--- config.mk ---
export PLATFORM = sky130hd
export DESIGN_NAME = nes_vga_scaler
export DESIGN_NICKNAME = d
export VERILOG_FILES = /design/src/rtl/nes_vga_pkg.sv /design/src/rtl/nes_palette_rom.sv /design/src/rtl/nes_vga_scaler.sv
export SDC_FILE = /design/constraint.sdc
export NUM_CORES = 1
export LEC_CHECK = 0
export CORE_MARGIN = 10
export CORE_UTILIZATION = 60
export DETAILED_ROUTE_END_ITERATION = 10
export GPL_TIMING_DRIVEN = 0
export PLACE_DENSITY = 0.85
export SKIP_CTS_REPAIR_TIMING = 1
export SKIP_LAST_GASP = 1
export SLEW_MARGIN = 20
export SYNTH_ARGS = -nofsm -noshare
export SYNTH_HDL_FRONTEND = slang
export SYNTH_HIERARCHICAL = 1
export SYNTH_SLANG_ARGS = --single-unit
--- constraint.sdc ---
create_clock -name clk -period 5.5 [get_ports clk]
set_input_delay 1.1 -clock clk [delete_from_list [all_inputs] [get_ports clk]]
set_output_delay 1.1 -clock clk [all_outputs]
set_load 0.02 [all_outputs]
--- src/rtl/nes_vga_pkg.sv ---
// Shared constants, payload types and the NES master palette for the VGA scaler.
package nes_vga_pkg;

    localparam int unsigned NES_W  = 256;
    localparam int unsigned NES_H  = 240;
    localparam int unsigned VGA_W  = 640;
    localparam int unsigned VGA_H  = 2 * NES_H;

    localparam int unsigned IDX_W  = 6;
    localparam int unsigned CH_W   = 8;
    localparam int unsigned RGB_W  = 3 * CH_W;
    localparam int unsigned XCNT_W = 10;
    localparam int unsigned YCNT_W = 9;
    localparam int unsigned COL_W  = 8;
    localparam int unsigned ROW_W  = 8;
    localparam int unsigned PAL_N  = 64;

    typedef struct packed {
        logic [CH_W-1:0] r;
        logic [CH_W-1:0] g;
        logic [CH_W-1:0] b;
    } rgb_t;

    // One pipeline tap of the timing signals plus the window qualifier.
    typedef struct packed {
        logic hsync;
        logic vsync;
        logic blank_n;
        logic win;
    } tap_t;

    localparam tap_t TAP_IDLE = '{hsync: 1'b1, vsync: 1'b1, blank_n: 1'b0, win: 1'b0};

    // 2C02 master palette; the unused "black" slots are all zero.
    localparam logic [RGB_W-1:0] NES_PALETTE [PAL_N] = '{
        24'h7C7C7C, 24'h0000FC, 24'h0000BC, 24'h4428BC, 24'h940084, 24'hA80020, 24'hA81000, 24'h881400,
        24'h503000, 24'h007800, 24'h006800, 24'h005800, 24'h004058, 24'h000000, 24'h000000, 24'h000000,
        24'hBCBCBC, 24'h0078F8, 24'h0058F8, 24'h6844FC, 24'hD800CC, 24'hE40058, 24'hF83800, 24'hE45C10,
        24'hAC7C00, 24'h00B800, 24'h00A800, 24'h00A844, 24'h008888, 24'h000000, 24'h000000, 24'h000000,
        24'hF8F8F8, 24'h3CBCFC, 24'h6888FC, 24'h9878F8, 24'hF878F8, 24'hF85898, 24'hF87858, 24'hFCA044,
        24'hF8B800, 24'hB8F818, 24'h58D854, 24'h58F898, 24'h00E8D8, 24'h787878, 24'h000000, 24'h000000,
        24'hFCFCFC, 24'hA4E4FC, 24'hB8B8F8, 24'hD8B8F8, 24'hF8B8F8, 24'hF8A4C0, 24'hF0D0B0, 24'hFCE0A8,
        24'hF8D878, 24'hD8F878, 24'hB8F8B8, 24'hB8F8D8, 24'h00FCFC, 24'hF8D8F8, 24'h000000, 24'h000000
    };

endpackage

--- src/rtl/nes_palette_rom.sv ---
// Combinational 64x24 lookup of a 6-bit NES palette index to RGB.
module nes_palette_rom
    import nes_vga_pkg::*;
(
    input  logic [IDX_W-1:0] idx_i,
    output rgb_t             rgb_c_o
);

    assign rgb_c_o = rgb_t'(NES_PALETTE[idx_i]);

endmodule

--- src/rtl/nes_vga_scaler.sv ---
// 2x NES-to-VGA pixel stage: counts raster position, fetches the frame buffer,
// looks up the palette and re-times sync/blank so they line up with colour.
module nes_vga_scaler
    import nes_vga_pkg::*;
#(
    parameter int unsigned X_OFF      = (VGA_W - 2 * NES_W) / 2,
    parameter rgb_t        BORDER_RGB = 24'h000000,
    parameter int unsigned FB_AW      = 16
) (
    input  logic             clk,
    input  logic             rst_n,
    input  logic             hsync_in,
    input  logic             vsync_in,
    input  logic             blank_n_in,
    output logic             fb_rd_en,
    output logic [FB_AW-1:0] fb_addr,
    input  logic [IDX_W-1:0] fb_data,
    output logic [CH_W-1:0]  red,
    output logic [CH_W-1:0]  green,
    output logic [CH_W-1:0]  blue,
    output logic             hsync_out,
    output logic             vsync_out,
    output logic             blank_n_out
);

    localparam logic [XCNT_W-1:0] X_LO  = XCNT_W'(X_OFF);
    localparam logic [XCNT_W-1:0] X_HI  = XCNT_W'(X_OFF + 2 * NES_W);
    localparam logic [XCNT_W-1:0] X_MAX = '1;
    localparam logic [YCNT_W-1:0] Y_LIM = YCNT_W'(VGA_H);
    localparam logic [YCNT_W-1:0] Y_MAX = '1;

    logic [XCNT_W-1:0] x_cnt_q, x_cnt_d;
    logic [YCNT_W-1:0] y_cnt_q, y_cnt_d;
    logic              synced_q, synced_d;
    logic              vs_fall_c, bl_fall_c, win_c;

    tap_t              s1_q, s1_d;
    tap_t              s2_q;
    logic              fb_rd_en_q;
    logic [FB_AW-1:0]  fb_addr_q, fb_addr_d;

    rgb_t              pal_rgb_c;
    rgb_t              rgb_q, rgb_d;
    logic              hsync_q, vsync_q, blank_n_q;

    // Edges are taken against the stage-1 taps, which hold last cycle's inputs.
    always_comb begin : count_comb
        vs_fall_c = s1_q.vsync & ~vsync_in;
        bl_fall_c = s1_q.blank_n & ~blank_n_in;

        x_cnt_d = '0;
        if (blank_n_in) begin
            x_cnt_d = (x_cnt_q == X_MAX) ? x_cnt_q : x_cnt_q + XCNT_W'(1);
        end

        y_cnt_d = y_cnt_q;
        if (vs_fall_c) begin
            y_cnt_d = '0;
        end else if (bl_fall_c && (y_cnt_q != Y_MAX)) begin
            y_cnt_d = y_cnt_q + YCNT_W'(1);
        end

        synced_d = synced_q | vs_fall_c;
    end

    // Until the first vsync the row count is meaningless, so the window stays shut.
    assign win_c = synced_q & blank_n_in
                 & (x_cnt_q >= X_LO) & (x_cnt_q < X_HI)
                 & (y_cnt_q < Y_LIM);

    always_comb begin : fetch_comb
        s1_d      = '{hsync: hsync_in, vsync: vsync_in, blank_n: blank_n_in, win: win_c};
        fb_addr_d = fb_addr_q;
        if (win_c) begin
            fb_addr_d = FB_AW'({ROW_W'(y_cnt_q >> 1), COL_W'((x_cnt_q - X_LO) >> 1)});
        end
    end

    nes_palette_rom u_palette (
        .idx_i   (fb_data),
        .rgb_c_o (pal_rgb_c)
    );

    always_comb begin : colour_comb
        rgb_d = '0;
        if (s2_q.blank_n) begin
            rgb_d = s2_q.win ? pal_rgb_c : BORDER_RGB;
        end
    end

    always_ff @(posedge clk or negedge rst_n) begin : count_ff
        if (!rst_n) begin
            x_cnt_q  <= '0;
            y_cnt_q  <= '0;
            synced_q <= 1'b0;
        end else begin
            x_cnt_q  <= x_cnt_d;
            y_cnt_q  <= y_cnt_d;
            synced_q <= synced_d;
        end
    end

    always_ff @(posedge clk or negedge rst_n) begin : pipe_ff
        if (!rst_n) begin
            s1_q       <= TAP_IDLE;
            s2_q       <= TAP_IDLE;
            fb_rd_en_q <= 1'b0;
            fb_addr_q  <= '0;
        end else begin
            s1_q       <= s1_d;
            s2_q       <= s1_q;
            fb_rd_en_q <= win_c;
            fb_addr_q  <= fb_addr_d;
        end
    end

    always_ff @(posedge clk or negedge rst_n) begin : out_ff
        if (!rst_n) begin
            rgb_q     <= '0;
            hsync_q   <= 1'b1;
            vsync_q   <= 1'b1;
            blank_n_q <= 1'b0;
        end else begin
            rgb_q     <= rgb_d;
            hsync_q   <= s2_q.hsync;
            vsync_q   <= s2_q.vsync;
            blank_n_q <= s2_q.blank_n;
        end
    end

    assign fb_rd_en    = fb_rd_en_q;
    assign fb_addr     = fb_addr_q;
    assign red         = rgb_q.r;
    assign green       = rgb_q.g;
    assign blue        = rgb_q.b;
    assign hsync_out   = hsync_q;
    assign vsync_out   = vsync_q;
    assign blank_n_out = blank_n_q;

endmodule

Yosys cells after proc, flatten, opt, wreduce, memory -nomap -nowiden --
Memories as Yosys holds them, arrays and structs flattened. Index checks and enable logic that the tools add are counted.
Word-level totals: bits in registers 71, memory bits (read-only) 1536, logic and storage cells 49, memories kept 1
Operators by class: add/sub/neg operators 3, magnitude comparators 4, equal/unequal tests 3, muxes and demuxes 8, bitwise logic cells 10, reductions and logical operators 2
Memories:
- (no name shown) | words 64, bits a word 24, read ports 1, clocked after Yosys merged registers in 0, write ports 0, RTL line nes_palette_rom.sv:9 | assign rgb_c_o = rgb_t'(NES_PALETTE[idx_i]);
Operator list (number):
- two-way mux 24 bit | 4
- two-way mux 10 bit | 2
- two-way mux 9 bit | 2
- adder 10 x 1 -> 10 bit (second input constant) | 1
- equality test 10 bit (second input constant) | 1
- greater-or-equal comparator 10 x 7 -> 1 bit (second input constant) | 1
- less-than comparator 10 bit (second input constant) | 1
- adder 9 x 1 -> 9 bit (second input constant) | 1
- less-than comparator 9 bit (second input constant) | 1
- != test 9 bit (second input constant) | 1
- subtractor 9 x 7 -> 9 bit (second input constant) | 1
- greater-or-equal comparator 7 bit (second input constant) | 1
- NOT 6 -> 7 bit | 1
- bitwise AND 1 bit | 6
- != test 2 bit (second input constant) | 1
- NOT 1 bit | 2
- nonzero test 2 bit | 1
- logical AND 1 bit | 1
- OR 1 bit | 1

Longest topological paths before layout --
Gate-level depths: netlist (run 1).
depth in word-level cells 6, mapped depth 9, mapped depth without buffers 8

Modules after synthesis --
The synthesis (run 1) kept the hierarchy.
By module, submodules not included:
- nes_vga_scaler | times used 1, cells each 311, area each 3324.4 µm²
- nes_palette_rom | times used 1, cells each 225, area each 1398.8 µm²

Worst setup path after synthesis (run 1) --
No wires, ideal clock.
path kind in2reg, from input port fb_data[1], to register rgb_q, in the netlist green[6], arrival time 2.832 ns, data required time 5.433 ns, path slack 2.601 ns, cell stages on the path 9, buffers on the path 2, cell sequence clkbuf_1 inv_1 ha_1 buf_2 or2b_2 nand2_2 a2111o_1 a221oi_2 and3_1
RTL lines:
- start, declared | RTL line nes_vga_scaler.sv:17 | input logic [IDX_W-1:0] fb_data,
- end signal, assigned | RTL line nes_vga_scaler.sv:124 | rgb_q <= rgb_d;
- end, declared | RTL line nes_vga_scaler.sv:43 | rgb_t rgb_q, rgb_d;

==> flow_summary.ini, run 1 <==
[critical_path]
crit_arrival_ps = 4140
cpMostUsedCell = clkbuf_1
reg2reg_to = y_cnt_q[7]$_DFFE_PN0P_
max_stage_delay_ps = 580
slowest_stage = clkdlybuf4s50_1
r2r_start = y_cnt_q[1]$_DFFE_PN0P_
criticalPathCategory = primary input to flop
ff2ff_path_depth = 9
rrSetupSlack_ps = 3140
end_kind = flop
cp.required_ps = 5780
path_max_fanout = 9
path_cells = clkdlybuf4s50_1, clkbuf_1, inv_1, ha_1, clkbuf_1, nor2b_1, a2111oi_0, a211oi_1, a311oi_1, and3_1
start_kind = primary input

[drt]
wl_per_cell_um = 21.1
drc = 0
drtIter0Drc = 681
drtAntennaViolNets = 0
routed_wirelength_mm = 15.1
drtPass1Iterations = 5
via_per_inst = 6.62
num_vias = 4718

[finish]
fillers = 577
multi_input_area_um2 = 2600
nNetsFinal = 634
drive_above_1_share = 0.116
area_growth_pct = 19.6
antenna_cells = 0
finish.instance_area_um2 = 5650
layout.cells.non_filler = 713
regArea_um2 = 1780

[synth]
synth_flop_cell = dfrtp_1
syn_avg_cell_area_um2 = 8.81
yosysSeqAreaShare = 0.378
synth-edff-count = 0
netlist_instances = 536
yosysWarnings = 6
syn_area_um2 = 4720
async_flop_share = 1.00
ys_types = 76
synth_seq_cells = 71

[sta]
grt_setup_unrepaired = no
fmax_ghz = 0.259
hold_violations = 0
worst_pin_slew_ps = 652
slew_violations = 0
post-route-period-util = 0.702
finClkSkew_ps = 13.1
setup_viol = 0
period_needed_ps = 3860
setup_tns_ps = 0
relSlewSlack = 0.564

[placement]
placed_cells = 697
placed_area_um2 = 5430
gp_congestion = 1.07
hpwlAfterDp_mm = 10.9
io_buffers = 53

[hold_path]
min_path_type = flop to flop
min_from = s2_q[2]$_DFF_PN1_
holdPathEnd = vsync_out$_DFF_PN1_
whs_path_depth = 0

[cts]
numCtsBuffers = 9
cts_buffer_depth = 2
cts_tree = done
clkLatencyLatePin_ps = 350
cts_root_buf = clkbuf_8
htree_num_levels = 3
cts_sinks = 71
clk_pin_slew_ps = 80

[global_routing]
grt_pass1_wl_mm = 24.2
overflow = 0
grt_use_total = 0.257
antenna_found_initial = 0
grt_start_max_net_pins = 62
grt_pass1_vias = 4596

[power_and_ir_drop]
powerDensity_nw_per_um2 = 215
p_int_w = 0.000873
switchingPower_w = 0.000342
p_leak_nw = 2.42
vdd_drop_max_v = 0.000159
pwr-share-seq = 0.450
clkPwrFrac = 0.386
pwr-share-comb = 0.164
swShare = 0.281

[floorplanning]
pin_count = 55
row_count = 32
die_w_um = 109
core-area_um2 = 7690
die_area_um2 = 11800
dieHeight_um = 109
start_util = 0.614

[job]
cap_violations = 0

[run_status]
status = finished, final reports clean
area by class of cell:
class | count | share of cell area
clock inverter | 5 | 0.0144
multi-input combinational | 396 | 0.461
buffer | 52 | 0.0483
timing repair buffer | 54 | 0.0984
clock buffer | 11 | 0.0250
sequential | 71 | 0.316
inverter | 22 | 0.0146
tap | 102 | 0.0226
stage by stage:
step                setup WS (ps)  total power [W]   util  hold WS [ps]
finish                       1640          0.00122  0.735           354
detailed placement           1360         0.000747  0.706           348
global route                 1500          0.00126  0.735           368
global placement             1180         0.000744  0.702           346
floorplan                    2600         0.000674      -           345
CTS                          1710          0.00122  0.735           359
per-layer routing:
layer  up-vias  global-route usage  part of all wire
li1       2097                   -                 -
met1      2231               0.341              0.40
met2       325               0.393              0.45
met3        65              0.0578              0.11
met4         0               0.115             0.038
met5         -                   0                 0
cells in the final DEF (no fill, tap or decap), types with 4 or more instances in the layout:
cell type | netlist | routed
a211o_1 | 10 | 10
a211oi_1 | 6 | 6
a21oi_1 | 33 | 33
a2bb2oi_1 | 4 | 4
a31oi_1 | 6 | 6
a32oi_1 | 4 | 4
and3_1 | 31 | 31
buf_1 | 4 | 4
buf_2 | 15 | 15
buf_4 | 9 | 10
clkbuf_1 | 19 | 20
clkbuf_8 | 0 | 10
clkdlybuf4s50_1 | 0 | 52
conb_1 | 1 | 6
dfrtp_1 | 65 | 65
dfstp_2 | 6 | 6
ha_1 | 17 | 17
inv_1 | 20 | 20
mux2i_1 | 13 | 13
nand2_1 | 42 | 42
nand2b_1 | 11 | 11
nand3_1 | 19 | 19
nand4_1 | 14 | 14
nor2_1 | 38 | 38
nor2b_1 | 11 | 11
nor3_1 | 16 | 16
o21ai_0 | 22 | 22
o22ai_1 | 7 | 7
o311ai_0 | 10 | 10
or3_1 | 5 | 5
xnor2_1 | 6 | 6
synth_stat cells (all sizes together), types with 3 or more instances:
cell type / n / share of area
nor3: 16 / 0.017
a211o: 10 / 0.019
a2bb2oi: 4 / 0.0074
clkbuf: 21 / 0.017
mux2i: 13 / 0.028
o21ai: 25 / 0.026
nand2b: 12 / 0.017
dfstp: 6 / 0.033
nand4: 14 / 0.019
a211oi: 7 / 0.012
ha: 17 / 0.045
and2: 3 / 0.0040
nand2: 43 / 0.035
o31ai: 3 / 0.0048
nand3: 19 / 0.020
and3: 34 / 0.047
a31oi: 6 / 0.0079
a32oi: 4 / 0.0074
or3: 5 / 0.0066
nor2: 38 / 0.030
a21oi: 33 / 0.035
o311ai: 11 / 0.022
inv: 22 / 0.017
dfrtp: 65 / 0.34
o22ai: 7 / 0.0093
nor2b: 11 / 0.015
buf: 31 / 0.041
xor2: 3 / 0.0056
xnor2: 6 / 0.011
power groups by stage:
stage	Clock [W]	Sequential [W]	Combinational (W)
finish	0.000469	0.000547	0.000199
global route	0.000500	0.000548	0.000214
detailed placement	0	0.000556	0.000191
CTS	0.000477	0.000546	0.000192
floorplan	0	0.000555	0.000119
global placement	0	0.000555	0.000189
state kept, by name, indices dropped and copies added (netlist names):
| register | cells |
|---|---|
| fb_rd_en | 1 |
| vsync_out | 1 |
| blank_n_out | 1 |
| y_cnt_q | 9 |
| blue | 8 |
| synced_q | 1 |
| x_cnt_q | 10 |
| hsync_out | 1 |
| green | 8 |
| s2_q | 4 |
| fb_addr | 16 |
| s1_q | 3 |
| red | 8 |
worst max-delay path, delay by kind of cell:
kind                       cells  cell delay [ps]
AOI/OAI and AO/OA              3              850
adders and majority gates      1              320
buffers and inverters          4             1410
and+or+nand+nor                2              480
logic make-up after synthesis:
group / after synthesis / synth area share
AO/OA/AOI/OAI: 142 / 0.219
XOR/XNOR: 9 / 0.0167
adder cells (fa/ha/maj): 17 / 0.0450
buffers and inverters: 74 / 0.0752
flip-flops: 71 / 0.378
multiplexers: 16 / 0.0371
other: 1 / 0.000794
AND/OR/NAND/NOR: 206 / 0.229
worst max-delay path by stage:
| stage | start | endpoint | slack, ps | cells past startpoint |
|---|---|---|---|---|
| detailed placement | fb_data[1] | green[5]$_DFF_PN0_ | 1360 | 10 |
| CTS | fb_data[1] | green[5]$_DFF_PN0_ | 1710 | 10 |
| floorplan | fb_data[1] | green[6]$_DFF_PN0_ | 2600 | 9 |
| finish | fb_data[1] | green[5]$_DFF_PN0_ | 1640 | 10 |
| global placement | rst_n | blue[3]$_DFF_PN0_ | 1180 | 1 |
| global route | fb_data[1] | green[5]$_DFF_PN0_ | 1500 | 10 |
Note: power is estimated with default switching activity, not from simulation.
==> inputs of run 2 (changes only) <==
--- a/config.mk
+++ b/config.mk
@@ -6,10 +6,10 @@
 export NUM_CORES = 1
 export LEC_CHECK = 0
 export CORE_MARGIN = 10
-export CORE_UTILIZATION = 60
+export CORE_UTILIZATION = 52
 export DETAILED_ROUTE_END_ITERATION = 10
 export GPL_TIMING_DRIVEN = 0
-export PLACE_DENSITY = 0.85
+export PLACE_DENSITY = 0.78
 export SKIP_CTS_REPAIR_TIMING = 1
 export SKIP_LAST_GASP = 1
 export SLEW_MARGIN = 20
==> constraint.sdc (replaced) <==
create_clock -name clk -period 3.4 [get_ports clk]
set_input_delay 0.68 -clock clk [delete_from_list [all_inputs] [get_ports clk]]
set_output_delay 0.68 -clock clk [all_outputs]
set_load 0.02 [all_outputs]
==> flow_summary.ini, run 2 (synthesis gave the netlist of run 1 again) <==
[run_status]
status = finished, final reports clean

[floorplanning]
die_w_um = 115
pin_count = 55
core-area_um2 = 8760
dieHeight_um = 115
start_util = 0.539
die_area_um2 = 13300
row_count = 34

[cts]
cts_sinks = 71
cts_root_buf = clkbuf_8
clkLatencyLatePin_ps = 340
htree_num_levels = 3
numCtsBuffers = 9
cts_buffer_depth = 2
clk_pin_slew_ps = 70
cts_tree = done

[drt]
top_layer = met4
drc = 0
detailroute.wirelength.met3_mm = 1.46
wl_met2_mm = 7.06
met1_length_mm = 6.64
drtAntennaViolNets = 0
routed_wirelength_mm = 15.3
wl_per_cell_um = 21.4
drtPass1Iterations = 6
via_per_inst = 6.32
num_vias = 4535
drtIter0Drc = 618

[sta]
relSlewSlack = 0.564
grt_setup_unrepaired = no
worst_hold_slack_ps = 182
hold_violations = 0
setup_ws_ps = 322
fmax_ghz = 0.325
setup_viol = 0
slew_violations = 0
post-route-period-util = 0.905
period_needed_ps = 3080
worst_pin_slew_ps = 651
finClkSkew_ps = 9.38

[critical_path]
end_kind = flop
cp.required_ps = 3670
path_max_fanout = 9
slowest_stage = clkdlybuf4s50_1
criticalPathCategory = primary input to flop
path_cells = clkdlybuf4s50_1, clkbuf_2, inv_1, ha_1, nor2b_1, a2111oi_0, a211oi_1, a311oi_1, and3_1
max_stage_delay_ps = 580
start_kind = primary input
crit_arrival_ps = 3350

[global_routing]
grt_pass1_vias = 4520
grt_use_total = 0.233
grt_pass1_wl_mm = 24.7
grt_start_max_net_pins = 61
antenna_found_initial = 0
overflow = 0

[power_and_ir_drop]
p_int_w = 0.00142
pwr-share-seq = 0.450
clkPwrFrac = 0.385
p_leak_nw = 2.42
vdd_drop_max_v = 0.000212
switchingPower_w = 0.000545
pwr-share-comb = 0.164
powerDensity_nw_per_um2 = 347
swShare = 0.278

[finish]
fillers = 738
largest_register_ffs = 16
area_growth_pct = 19.7
mostFrequentLayoutCells = 65 x dfrtp_1, 52 x clkdlybuf4s50_1, 42 x nand2_1
final_util = 0.645
drive_above_1_share = 0.118
final_common_cell = dfrtp_1
antenna_cells = 0
layout.cells.non_filler = 718
nNetsFinal = 633

[placement]
gp_congestion = 0.991
placed_cells = 703
hpwlAfterDp_mm = 11.2
io_buffers = 53
post-place-ws_ps = -333

[job]
cap_violations = 0

[hold_path]
min_path_type = primary input to async pin
[run 2: cell count changes in the layout (fill, tap and decap cells not counted), sizes merged]
cell / delta
clkbuf: -1
clkinv: -1
inv: +1
[run 2: metal layers]
layer	vias up	GRT usage
li1	2081	-
met1	2191	0.324
met2	248	0.355
met3	15	0.0563
met4	0	0.0586
met5	-	0
[run 2: worst max-delay path: cells and delay by family]
family	cells	cell delay (ps)
fa+ha+maj	1	470
buf+inv	3	1030
simple gates	2	430
compound gates	3	730
[run 2: power groups by stage]
| stage | Sequential [W] | Clock (W) | Combinational, W |
|---|---|---|---|
| after detailed placement | 0.000899 | 0 | 0.000313 |
| final | 0.000883 | 0.000755 | 0.000322 |
| after global routing | 0.000886 | 0.000806 | 0.000353 |
| after CTS | 0.000883 | 0.000775 | 0.000314 |
| after floorplan | 0.000898 | 0 | 0.000192 |
| after global placement | 0.000898 | 0 | 0.000310 |
[run 2: final timing paths]
check	slack (ps)	end	cells after the start	start
min	180	red[1]$_DFF_PN0_	1	rst_n
max	320	green[5]$_DFF_PN0_	9	fb_data[1]
max reg2reg	1140	y_cnt_q[7]$_DFFE_PN0P_	9	y_cnt_q[1]$_DFFE_PN0P_
max in group asynchronous	2640	s1_q[2]$_DFF_PN1_	2	rst_n
min reg2reg	360	s2_q[3]$_DFF_PN1_	0	s1_q[3]$_DFF_PN1_
min in group clk	360	s2_q[3]$_DFF_PN1_	0	s1_q[3]$_DFF_PN1_
[run 2: metrics by stage]
step	TNS, ps	total power (W)	cell area, um2
finish	0	0.00196	5650
CTS	0	0.00197	5660
floorplan	0	0.00109	4740
global route	0	0.00205	5650
detailed placement	-1330	0.00121	5430
global placement	-38540	0.00121	5410
[run 2: layout make-up]
type                    count  area [um2]  area share
well taps                 108         135      0.0239
plain buffers              51         270      0.0478
repair buffers             54         556      0.0983
flip-flops and latches     71        1780       0.316
multi-input cells         396        2600       0.460
clock buffers              11         141      0.0250
inverters                  22        82.6      0.0146
clock inverters             5        81.3      0.0144
==> inputs of run 3 (changes only) <==
--- a/config.mk
+++ b/config.mk
@@ -5,11 +5,11 @@
 export SDC_FILE = /design/constraint.sdc
 export NUM_CORES = 1
 export LEC_CHECK = 0
-export CORE_MARGIN = 10
-export CORE_UTILIZATION = 52
+export CORE_MARGIN = 2
+export CORE_UTILIZATION = 57
 export DETAILED_ROUTE_END_ITERATION = 10
 export GPL_TIMING_DRIVEN = 0
-export PLACE_DENSITY = 0.78
+export PLACE_DENSITY = 0.81
 export SKIP_CTS_REPAIR_TIMING = 1
 export SKIP_LAST_GASP = 1
 export SLEW_MARGIN = 20
==> constraint.sdc (replaced) <==
create_clock -name clk -period 3.2 [get_ports clk]
set_input_delay 0.64 -clock clk [delete_from_list [all_inputs] [get_ports clk]]
set_output_delay 0.64 -clock clk [all_outputs]
set_load 0.02 [all_outputs]
==> flow_summary.ini, run 3 (synthesis gave the netlist of run 1 again) <==
[sta]
relSlewSlack = 0.576
hold_violations = 0
setup_tns_ps = 0
slew_violations = 0
post-route-period-util = 0.928
period_needed_ps = 2970
finClkSkew_ps = 10.6
grt_setup_unrepaired = no
setup_viol = 0
fmax_ghz = 0.337
worst_hold_slack_ps = 124
worst_pin_slew_ps = 630

[critical_path]
start_kind = primary input
crit_arrival_ps = 3250
path_max_fanout = 9
end_kind = flop
criticalPathCategory = primary input to flop
cp.required_ps = 3480

[global_routing]
overflow = 0
grt_pass1_wl_mm = 22.9
grt_pass1_vias = 4516
antenna_found_initial = 0
grt_use_total = 0.330
grt_start_max_net_pins = 62

[cts]
cts_buffer_depth = 2
clkLatencyLatePin_ps = 350
cts_root_buf = clkbuf_8
cts_tree = done
htree_num_levels = 3
cts_sinks = 71
numCtsBuffers = 9
clk_pin_slew_ps = 70

[floorplanning]
die_w_um = 95.0
start_util = 0.581
dieHeight_um = 95.0
pin_count = 55
row_count = 33
core-area_um2 = 8130
die_area_um2 = 9030

[drt]
drtIter0Drc = 660
drtAntennaViolNets = 0
drc = 0
wl_per_cell_um = 20.1
num_vias = 4770
routed_wirelength_mm = 14.4
via_per_inst = 6.67
drtPass1Iterations = 8

[finish]
nNetsFinal = 633
fillers = 638
drive_above_1_share = 0.121
antenna_cells = 0
final_common_cell = dfrtp_1
mostFrequentLayoutCells = 65 x dfrtp_1, 52 x clkdlybuf4s50_1, 42 x nand2_1
largest_register_ffs = 16
area_growth_pct = 18.8

[hold_path]
min_path_type = primary input to async pin

[run_status]
status = finished, final reports clean

[placement]
io_buffers = 53
hpwlAfterDp_mm = 10.2
gp_congestion = 1.05

[job]
cap_violations = 0

[power_and_ir_drop]
vdd_drop_max_v = 0.000274
p_leak_nw = 2.40
powerDensity_nw_per_um2 = 349
finalPower_w = 0.00196
==> run 3: path summary, 6_finish.rpt <==
| kind | from | to | slack, ps | depth (start not counted) |
|---|---|---|---|---|
| setup / recovery | fb_data[1] | green[6]$_DFF_PN0_ | 230 | 10 |
| hold / removal | rst_n | red[0]$_DFF_PN0_ | 120 | 1 |
| setup reg to reg | y_cnt_q[1]$_DFFE_PN0P_ | y_cnt_q[7]$_DFFE_PN0P_ | 800 | 9 |
| hold reg to reg | s2_q[2]$_DFF_PN1_ | vsync_out$_DFF_PN1_ | 360 | 0 |
| max in group asynchronous | rst_n | s2_q[2]$_DFF_PN1_ | 2530 | 2 |
| min in group clk | s2_q[2]$_DFF_PN1_ | vsync_out$_DFF_PN1_ | 360 | 0 |
==> run 3: layout make-up <==
cell class,instances,area (um2),area share
Timing Repair Buffer,54,556,0.0990
Clock buffer,10,138,0.0245
Inverter,22,82.6,0.0147
Tap cell,105,131,0.0234
Sequential cell,71,1780,0.318
Clock inverter,6,43.8,0.00781
Multi-Input combinational cell,396,2610,0.464
Buffer,51,270,0.0482
==> run 3: worst max-delay path, cell delays in order <==
cell and delay (ps):
clkdlybuf4s50_1 580, clkbuf_2 230, inv_1 150, ha_2 190, buf_2 190, or2b_2 300
nand2_2 100, a2111o_1 440, a221oi_2 230, and3_1 180
==> run 3: power by group <==
part           total [W]  internal (W)  switching, W
Clock           0.000675      0.000305      0.000370
Combinational   0.000343      0.000124      0.000218
Sequential      0.000940      0.000918     0.0000228
==> run 3: metal layers <==
metal  routed length (um)  GRT usage
met2                 6380      0.497
met3                 1570     0.0704
met4                  571      0.153
met5                    0          0
met1                 5870      0.454
==> run 3: through the flow <==
stage | instance area, um2 | setup WS (ps) | utilization | cells
floorplan | 4740 | 761 | - | 541
global placement | 5400 | -721 | 0.664 | 699
detailed placement | 5430 | -373 | 0.667 | 700
CTS | 5610 | -23.3 | 0.690 | 716
global route | 5610 | 109 | 0.690 | 715
finish | 5610 | 229 | 0.690 | 715
